===== src/rtl/rob_tag_alloc.sv =====
// Reorder buffer: hands out tags at the tail, collects writebacks, retires in order from the head.
// Optional second writeback port enabled by defining ROB_DUAL_WB_EN.
module rob_tag_alloc #(
  parameter int unsigned DEPTH  = 16,
  parameter int unsigned DATA_W = 32
) (
  input  logic              clk,
  input  logic              rst,
  input  logic              flush,
  input  logic              alloc_req,
  input  logic [4:0]        alloc_dest,
  output logic              alloc_ready,
  output logic [4:0]        alloc_tag,
  input  logic              wb_valid,
  input  logic [4:0]        wb_tag,
  input  logic [DATA_W-1:0] wb_data,
`ifdef ROB_DUAL_WB_EN
  input  logic              wb2_valid,
  input  logic [4:0]        wb2_tag,
  input  logic [DATA_W-1:0] wb2_data,
`endif
  output logic              commit_valid,
  output logic [4:0]        commit_tag,
  output logic [4:0]        commit_dest,
  output logic [DATA_W-1:0] commit_data,
  output logic [5:0]        count
);

  localparam int unsigned IDX_W = (DEPTH > 1) ? $clog2(DEPTH) : 1;
  localparam int unsigned TAG_W = 5;
  localparam int unsigned CNT_W = 6;

  logic [IDX_W-1:0]  head;
  logic [IDX_W-1:0]  tail;
  logic [DEPTH-1:0]  valid;
  logic [DEPTH-1:0]  done;
  logic [TAG_W-1:0]  dest_mem [DEPTH];
  logic [DATA_W-1:0] data_mem [DEPTH];

  logic              full;
  logic              do_alloc;
  logic              do_retire;
  logic [IDX_W-1:0]  wb_idx;
  logic              wb_hit;
`ifdef ROB_DUAL_WB_EN
  logic [IDX_W-1:0]  wb2_idx;
  logic              wb2_hit;
`endif

  // Handshake and event decode, all from registered state
  always_comb begin
    full        = (count == CNT_W'(DEPTH));
    alloc_ready = !full;
    alloc_tag   = TAG_W'(tail);
    do_alloc    = alloc_req && !full;
    do_retire   = valid[head] && done[head];
    wb_idx      = wb_tag[IDX_W-1:0];
    // Out-of-range tags and invalid entries drop the writeback; the retiring head is not re-marked
    wb_hit      = wb_valid && ({1'b0, wb_tag} < CNT_W'(DEPTH)) && valid[wb_idx]
                  && !(do_retire && (wb_idx == head));
`ifdef ROB_DUAL_WB_EN
    wb2_idx     = wb2_tag[IDX_W-1:0];
    wb2_hit     = wb2_valid && ({1'b0, wb2_tag} < CNT_W'(DEPTH)) && valid[wb2_idx]
                  && !(do_retire && (wb2_idx == head));
`endif
  end

  // Control state: pointers, occupancy, per-entry flags and the commit port
  always_ff @(posedge clk or negedge rst) begin
    if (!rst) begin
      head         <= '0;
      tail         <= '0;
      count        <= '0;
      valid        <= '0;
      done         <= '0;
      commit_valid <= 1'b0;
      commit_tag   <= '0;
      commit_dest  <= '0;
      commit_data  <= '0;
    end else if (flush) begin
      head         <= '0;
      tail         <= '0;
      count        <= '0;
      valid        <= '0;
      done         <= '0;
      commit_valid <= 1'b0;
    end else begin
      commit_valid <= do_retire;
      if (do_retire) begin
        commit_tag   <= TAG_W'(head);
        commit_dest  <= dest_mem[head];
        commit_data  <= data_mem[head];
        valid[head]  <= 1'b0;
        done[head]   <= 1'b0;
        head         <= head + IDX_W'(1);
      end
`ifdef ROB_DUAL_WB_EN
      if (wb2_hit) done[wb2_idx] <= 1'b1;
`endif
      if (wb_hit) done[wb_idx] <= 1'b1;
      if (do_alloc) begin
        valid[tail] <= 1'b1;
        done[tail]  <= 1'b0;
        tail        <= tail + IDX_W'(1);
      end
      count <= count + CNT_W'(do_alloc) - CNT_W'(do_retire);
    end
  end

  // Payload storage; port 1 is written last so it wins a same-tag collision
  always_ff @(posedge clk) begin
    if (!flush) begin
      if (do_alloc) dest_mem[tail] <= alloc_dest;
`ifdef ROB_DUAL_WB_EN
      if (wb2_hit) data_mem[wb2_idx] <= wb2_data;
`endif
      if (wb_hit) data_mem[wb_idx] <= wb_data;
    end
  end

endmodule


===== config.mk =====
export PLATFORM = sky130hd
export DESIGN_NAME = rob_tag_alloc
export DESIGN_NICKNAME = d
export VERILOG_FILES = /design/src/rtl/rob_tag_alloc.sv
export SDC_FILE = /design/constraint.sdc
export NUM_CORES = 1
export LEC_CHECK = 0
export ABC_CLOCK_PERIOD_IN_PS = 4950
export BUFFER_PORTS_ARGS = -buffer_cell sky130_fd_sc_hd__buf_4
export CAP_MARGIN = 40
export CORE_MARGIN = 3
export CORE_UTILIZATION = 40
export DETAILED_ROUTE_END_ITERATION = 16
export PLACE_DENSITY_LB_ADDON = 0.12
export SLEW_MARGIN = 20
export SYNTH_ARGS = -nofsm -noshare
export SYNTH_HDL_FRONTEND = slang
export SYNTH_SLANG_ARGS = --single-unit

===== constraint.sdc =====
create_clock -name clk -period 4.95 [get_ports clk]
set_input_delay 0.2475 -clock clk [delete_from_list [all_inputs] [get_ports clk]]
set_output_delay 0.2475 -clock clk [all_outputs]
set_load 0.1 [all_outputs]

==> results.md, run 1 <==
- Asr flop ratio synth: 0.129
- Max_slew headroom: 0.409
- Port bufs: 99
- Hold Path Cell Cnt: 2
- Design Area, Final: 31700 sq um
- Layout cells sized above 1: 0.332
- CTS Root Cell: clkbuf_16
- CTS Buf Count: 74
- First-pass GRT wire length: 95.7 mm
- # IOs: 102
- Clock skew: 0.0166 ns
- Ys flop type: edfxtp_1
- Final Max Slew Viols: 0
- Area contributors post-synth: edfxtp_1 66%, mux4_2 16%, dfrtp_1 8.2%
- Num rows: 94
- Post-CTS Setup Inserts: 0
- Antenna violations before repair: 2
- Core area: 66300 sq um
- Hold_ws: 0.107 ns
- Critical path launch point type: flip-flop
- Total global routing track utilization: 0.186
- Share of the synthesized area in the top cell type: 0.658
- Largest net degree at the start of global routing: 100
- Post-route DRC: 0
- Synthesized flop and latch total: 680
- Maximum vdd drop: 0.323 mV
- Crit path max fanout: 43
- Setup TNS: 0 ns
- First-pass DRT Iterations: 5
- Synthesized cell area: 27000 sq um
- Routed vias/inst: 5.57
- Pre-CTS WS: 1.30 ns
- Worst-Skew Late Latency: 0.61 ns
- Initial Util: 0.407
- Power Dens Cells: 460 nW/um^2
- Top-count cell post-synth: edfxtp_1
- Crit. End Element: flip-flop
- DR WL/cell: 26.8 um
- Critical path arrival: 4.12 ns
- Final Setup Violations: 0
- Die W: 266 um
- Vias in the first global route: 14.1k
- P_leak: 10.4 nW
- Run status: finished clean
- Hold Path Class: in2reg
- Largest buffer count on any clock path: 3
- Post-Syn Instances: 1286
- Placed Area: 28900 sq um
- CTS tree: built
- Nets: 1529
- PostCTS Resize Cnt: 0
- Worst EP required: 5.44 ns
- Layout area overhead: 17.4%
- Post-DRT Antenna Nets: 0
- Post-Layout Cell Count: 2387
- Synth cell types: 53
- Htree depth: 3
- RSZ-0062 raised after global routing: no
- Largest area contributor in the netlist: edfxtp_1
- Inst Count DP: 2211
- Post-layout min period: 3.63 ns
- Reg clk slew, reported paths: 0.06 ns
- Ys Warns: 0
- Max-cap violations: 0
- Mean Syn Cell Area: 21.0 sq um
- Worst Setup Path Type: reg2reg
- Global route overflow: 0
- Final Cycle Share: 0.733
- DRT Wirelength: 63.9 mm
- Register area share after synthesis: 0.740
- Post-synth EDFFs: 592
- Die ar.: 70700 sq um
- Post-route setup slack: 1.32 ns
- Cells on worst reg2reg path: 14
- Most frequent cells after synthesis: 592 x edfxtp_1, 189 x mux4_2, 88 x dfrtp_1
- Detailed placement HPWL: 33.9 mm
- Final Hold Viols: 0
- Fmax: 276 MHz
- Chip Height: 266 um
- DRT iter0 DRCs: 1201
- Via count: 13.3k
- Sink Count: 680
- Worst slew pin tran: 0.886 ns
- GP Congestion: 0.817
==> cell families after synthesis <==
| family | synth area share |
|---|---|
| xor gates and xnor gates | 0.00357 |
| and+or+nand+nor | 0.0300 |
| other | 0.000139 |
| AOI/OAI and AO/OA | 0.0227 |
| muxes | 0.177 |
| buffers and inverters | 0.0193 |
| DFF | 0.740 |
| adders and majority gates | 0.00815 |
==> critical path, cell delays in order (launching register included) <==
cell      delay (ns)
dfrtp_4         0.57
buf_4           0.63
nand4b_1        0.18
nand4_1         0.13
o221ai_1        0.21
and2_1          0.27
inv_1           0.07
ha_1            0.18
inv_1           0.05
ha_1            0.26
a21o_1          0.17
a21oi_1         0.20
o21bai_1        0.09
a21oi_1         0.15
mux2_2          0.34
==> cells in the final DEF, fill, tap and decap left out, types with 4 or more instances in the layout <==
cell type	count
o2bb2ai_1	4
clkinv_2	15
nand4b_1	7
o21ai_0	17
nor2b_1	15
a21o_1	13
clkinv_1	9
inv_1	26
buf_4	128
a31oi_1	4
nand2b_1	5
clkbuf_1	14
dlygate4sd3_1	42
o22ai_1	10
nand2_1	18
mux4_2	189
nor3_2	16
mux2_2	43
a21oi_1	10
edfxtp_1	592
or3_1	10
dfrtp_1	85
nand4_1	16
clkbuf_16	75
nor2_1	41
nand3_1	12
ha_1	16
o211ai_1	6
clkbuf_8	9
bufinv_16	5
xnor2_1	9
==> state kept, by name, indices dropped and copies added (netlist names) <==
register / count
commit_data: 32
commit_dest: 5
commit_tag: 4
commit_valid: 1
count: 6
data_mem: 512
dest_mem: 80
done: 16
head: 4
tail: 4
valid: 16
==> final cells by class <==
class / instances / area [sq um]
clock inverter: 35 / 350
sequential: 680 / 20000
tap: 864 / 1080
timing repair buffer: 177 / 1540
inverter: 27 / 103
fill: 5568 / 34600
multi-input combinational: 505 / 6600
antenna: 1 / 2.50
clock buffer: 98 / 2050
==> where the power goes <==
group          leakage [nW]  switching [mW]  internal, mW
sequential             6.48           0.159          6.43
combinational          2.77            1.86         0.718
clock                  1.18            2.22          3.20
total                  10.4            4.25          10.3
==> per-layer routing <==
layer / share of wire / global-route usage / up-vias
met2: 0.50 / 0.309 / 319
li1: - / - / 5677
met1: 0.44 / 0.259 / 7214
met4: 0.018 / 0.0419 / 2
met5: 0.00020 / 0 / -
met3: 0.044 / 0.0320 / 93
==> final timing paths <==
kind,end,slack [ns],from
min in group asynchronous,valid[4]$_DFF_PN0_,0.13,rst
setup / recovery,count[5]$_DFF_PN0_,1.32,head[1]$_DFFE_PN0P_
max in group asynchronous,commit_data[3]$_DFFE_PN0P_,3.64,rst
setup reg to reg,count[5]$_DFF_PN0_,1.32,head[1]$_DFFE_PN0P_
hold reg to reg,commit_dest[4]$_DFFE_PN0P_,0.51,commit_dest[4]$_DFFE_PN0P_
hold / removal,count[1]$_DFF_PN0_,0.11,flush
==> timing repair <==
item / in CTS / in global routing
hold endpoints to repair: 657 / 0
hold buffers: 42 / 0
endpoints found under the setup margin: 0 / 0
==> stage by stage <==
step	power (mW)	utilization
6_report	14.6	0.478
3_3_place_gp	9.28	0.433
4_1_cts	14.8	0.478
3_5_place_dp	9.30	0.435
5_1_grt	15.1	0.478
2_1_floorplan	8.65	-
(Power assumes the default switching activity.)
==> run 2: changes to the inputs <==
--- a/config.mk
+++ b/config.mk
@@ -5,7 +5,8 @@
 export SDC_FILE = /design/constraint.sdc
 export NUM_CORES = 1
 export LEC_CHECK = 0
-export ABC_CLOCK_PERIOD_IN_PS = 4950
+export ABC_AREA = 1
+export ABC_CLOCK_PERIOD_IN_PS = 3800
 export BUFFER_PORTS_ARGS = -buffer_cell sky130_fd_sc_hd__buf_4
 export CAP_MARGIN = 40
 export CORE_MARGIN = 3
==> constraint.sdc (replaced) <==
create_clock -name clk -period 3.8 [get_ports clk]
set_input_delay 0.19 -clock clk [delete_from_list [all_inputs] [get_ports clk]]
set_output_delay 0.19 -clock clk [all_outputs]
set_load 0.1 [all_outputs]
==> run 2 against run 1 <==
Clock power grew 33%; combinational power shrank 63%; area after synthesis grew 3.5%; die area grew 3.5%; global-route usage grew 3.0 points; wire length grew 24%.
==> results.md, run 2 <==
- Fmax: 316 MHz
- Post-CTS Setup Inserts: 0
- Asr flop ratio synth: 0.129
- CTS tree: built
- Comb power frac: 0.058
- Maximum vdd drop: 0.345 mV
- Worst EP required: 4.34 ns
- Mean Syn Cell Area: 11.6 sq um
- Synth cell types: 30
- Int Power: 12.6 mW
- Biggest register: data_mem
- Initial Util: 0.406
- Synthesized cell area: 28000 sq um
- Grt met2 use: 0.336
- Hold buffers post-CTS: 38
- Post-Syn Instances: 2406
- Final Cycle Share: 0.832
- DRT Wirelength: 79.3 mm
- RSZ-0062 raised after global routing: no
- Global route hottest layer: met2
- Flop pwr share: 0.502
- Total global routing track utilization: 0.215
- GP Congestion: 0.894
- Post-synth EDFFs: 592
- Largest net degree at the start of global routing: 241
- Largest area contributor in the netlist: edfxtp_1
- Sw frac: 0.228
- Post-route setup slack: 0.638 ns
- Antenna violations before repair: 2
- Hold_ws: 0.00357 ns
- Cells on worst reg2reg path: 19
- Design Power: 16.4 mW
- Register area share after synthesis: 0.714
- Ys flop type: edfxtp_1
- First-pass DRT Iterations: 5
- Crit. End Element: flip-flop
- Sink Count: 680
- Final Max Slew Viols: 0
- Die W: 270 um
- Commonest non-fill, non-tap cell in the layout: edfxtp_1
- Max_slew headroom: 0.244
- Nets: 2592
- DRT iter0 DRCs: 1642
- Reg-to-reg slack, setup: 0.64 ns
- Most frequent cells after synthesis: 592 x edfxtp_1, 449 x nand2_1, 381 x nor2_1
- Number of flip-flops in the largest register: 512
- Post-route DRC: 0
- Layout area overhead: 17.6%
- Setup TNS: 0 ns
- Clock power share: 0.440
- Final Setup Violations: 0
- Vias in the first global route: 18.4k
- Chip Height: 270 um
- Final Hold Viols: 0
- Clock skew: 0.0302 ns
- CTS Root Cell: clkbuf_16
- Num rows: 96
- Synthesized flop and latch total: 680
- Largest buffer count on any clock path: 3
- Port bufs: 99
- Share of the synthesized area in the top cell type: 0.636
- Die ar.: 73100 sq um
- Htree depth: 3
- Post-layout min period: 3.16 ns
- Worst Setup Path Type: reg2reg
- GRT met1 Usage: 0.309
- Top-count cell post-synth: edfxtp_1
- Detailed placement HPWL: 41.8 mm
- Worst-Skew Late Latency: 0.62 ns
- Pre-CTS WS: 0.649 ns
- Worst slew pin tran: 1.13 ns
- Reg clk slew, reported paths: 0.06 ns
- Ys Warns: 0
- DR WL/cell: 22.5 um
- Area contributors post-synth: edfxtp_1 64%, dfrtp_1 7.9%, o21ai_0 6.3%
- Critical path launch point type: flip-flop
- Power Dens Cells: 498 nW/um^2
- Critical path arrival: 3.70 ns
- Run status: finished clean
- P_leak: 11.8 nW
- Hold Path Class: in2async
- Post-DRT Antenna Nets: 0
- Layout cells sized above 1: 0.123
- Max-cap violations: 0
- Met3 Use GR: 0.0339
- Core area: 68900 sq um
- Regs by FF count: data_mem: 512 flops, dest_mem: 80 flops, commit_data: 32 flops
- FF-to-FF End: count[4]$_DFF_PN0_
- CTS Buf Count: 75
- Via count: 18.9k
- Commonest non-fill, non-tap cells in the layout: 592 x edfxtp_1, 449 x nand2_1, 364 x nor2_1
- First-pass GRT wire length: 119 mm
- Psw: 3.73 mW
- PostCTS Resize Cnt: 0
- Crit path max fanout: 18
- Global route overflow: 0
- # IOs: 102
- Routed vias/inst: 5.37
- Worst r2r src: head[3]$_DFFE_PN0P_
-- run 2: power by group through the flow --
stage | registers (mW) | logic [mW] | clock network [mW]
floorplan | 8.64 | 0.308 | 0
global placement | 8.37 | 0.903 | 0
detailed placement | 8.38 | 0.913 | 0
CTS | 8.22 | 0.949 | 7.39
global route | 8.22 | 1.02 | 7.70
finish | 8.22 | 0.943 | 7.21
-- run 2: worst max-delay path by stage --
stage                     slack [ns]  cells past startpoint                start                  to
after CTS                       0.65                     19  head[3]$_DFFE_PN0P_  count[4]$_DFF_PN0_
after global routing            0.35                     19  head[3]$_DFFE_PN0P_  count[4]$_DFF_PN0_
final                           0.64                     19  head[3]$_DFFE_PN0P_  count[4]$_DFF_PN0_
after floorplan                 0.17                     14   count[4]$_DFF_PN0_  count[4]$_DFF_PN0_
after global placement          0.70                     19  head[3]$_DFFE_PN0P_  count[4]$_DFF_PN0_
after detailed placement        0.65                     19  head[3]$_DFFE_PN0P_  count[4]$_DFF_PN0_
-- run 2: cell type report --
cell class | instances | area, sq um
Antenna cell | 2 | 5.00
Fill cell | 6306 | 36100
Tap cell | 931 | 1160
Sequential cell | 680 | 20000
Inverter | 83 | 324
Clock inverter | 34 | 403
Clock buffer | 105 | 2060
Timing Repair Buffer | 195 | 1880
Multi-Input combinational cell | 1493 | 7070
-- run 2: cell families after synthesis --
group	Yosys count	share of synthesized area
AOI/OAI and AO/OA	534	0.103
xor gates and xnor gates	4	0.00125
adders and majority gates	17	0.00787
buffers and inverters	234	0.0379
DFF	680	0.714
other	1	0.000134
and+or+nand+nor	936	0.136
-- run 2: layer usage --
layer | up-vias | part of all wire
li1 | 8768 | -
met4 | 0 | 0.026
met1 | 9401 | 0.45
met2 | 629 | 0.46
met3 | 113 | 0.065
met5 | - | 0
-- run 2: metrics by stage --
stage	cells	utilization	area [sq um]
after floorplan	2407	-	28000
after global placement	3339	0.434	29900
after detailed placement	3341	0.435	30000
after CTS	3518	0.476	32800
after global routing	3522	0.477	32900
final	3523	0.477	32900
-- run 2: critical path, cell delays in order, from the launching register on --
cell and delay, ns:
dfrtp_1 0.54, inv_1 0.17, nor2_4 0.14, buf_4 0.24
nand2_1 0.08, nand2_1 0.08, inv_2 0.05, nand2_4 0.18
nand2_4 0.07, inv_2 0.08, ha_1 0.22, inv_1 0.06
ha_1 0.15, inv_1 0.06, fa_1 0.38, inv_1 0.09
a21oi_1 0.06, o21ai_0 0.19, o21ai_0 0.10, a21oi_1 0.15
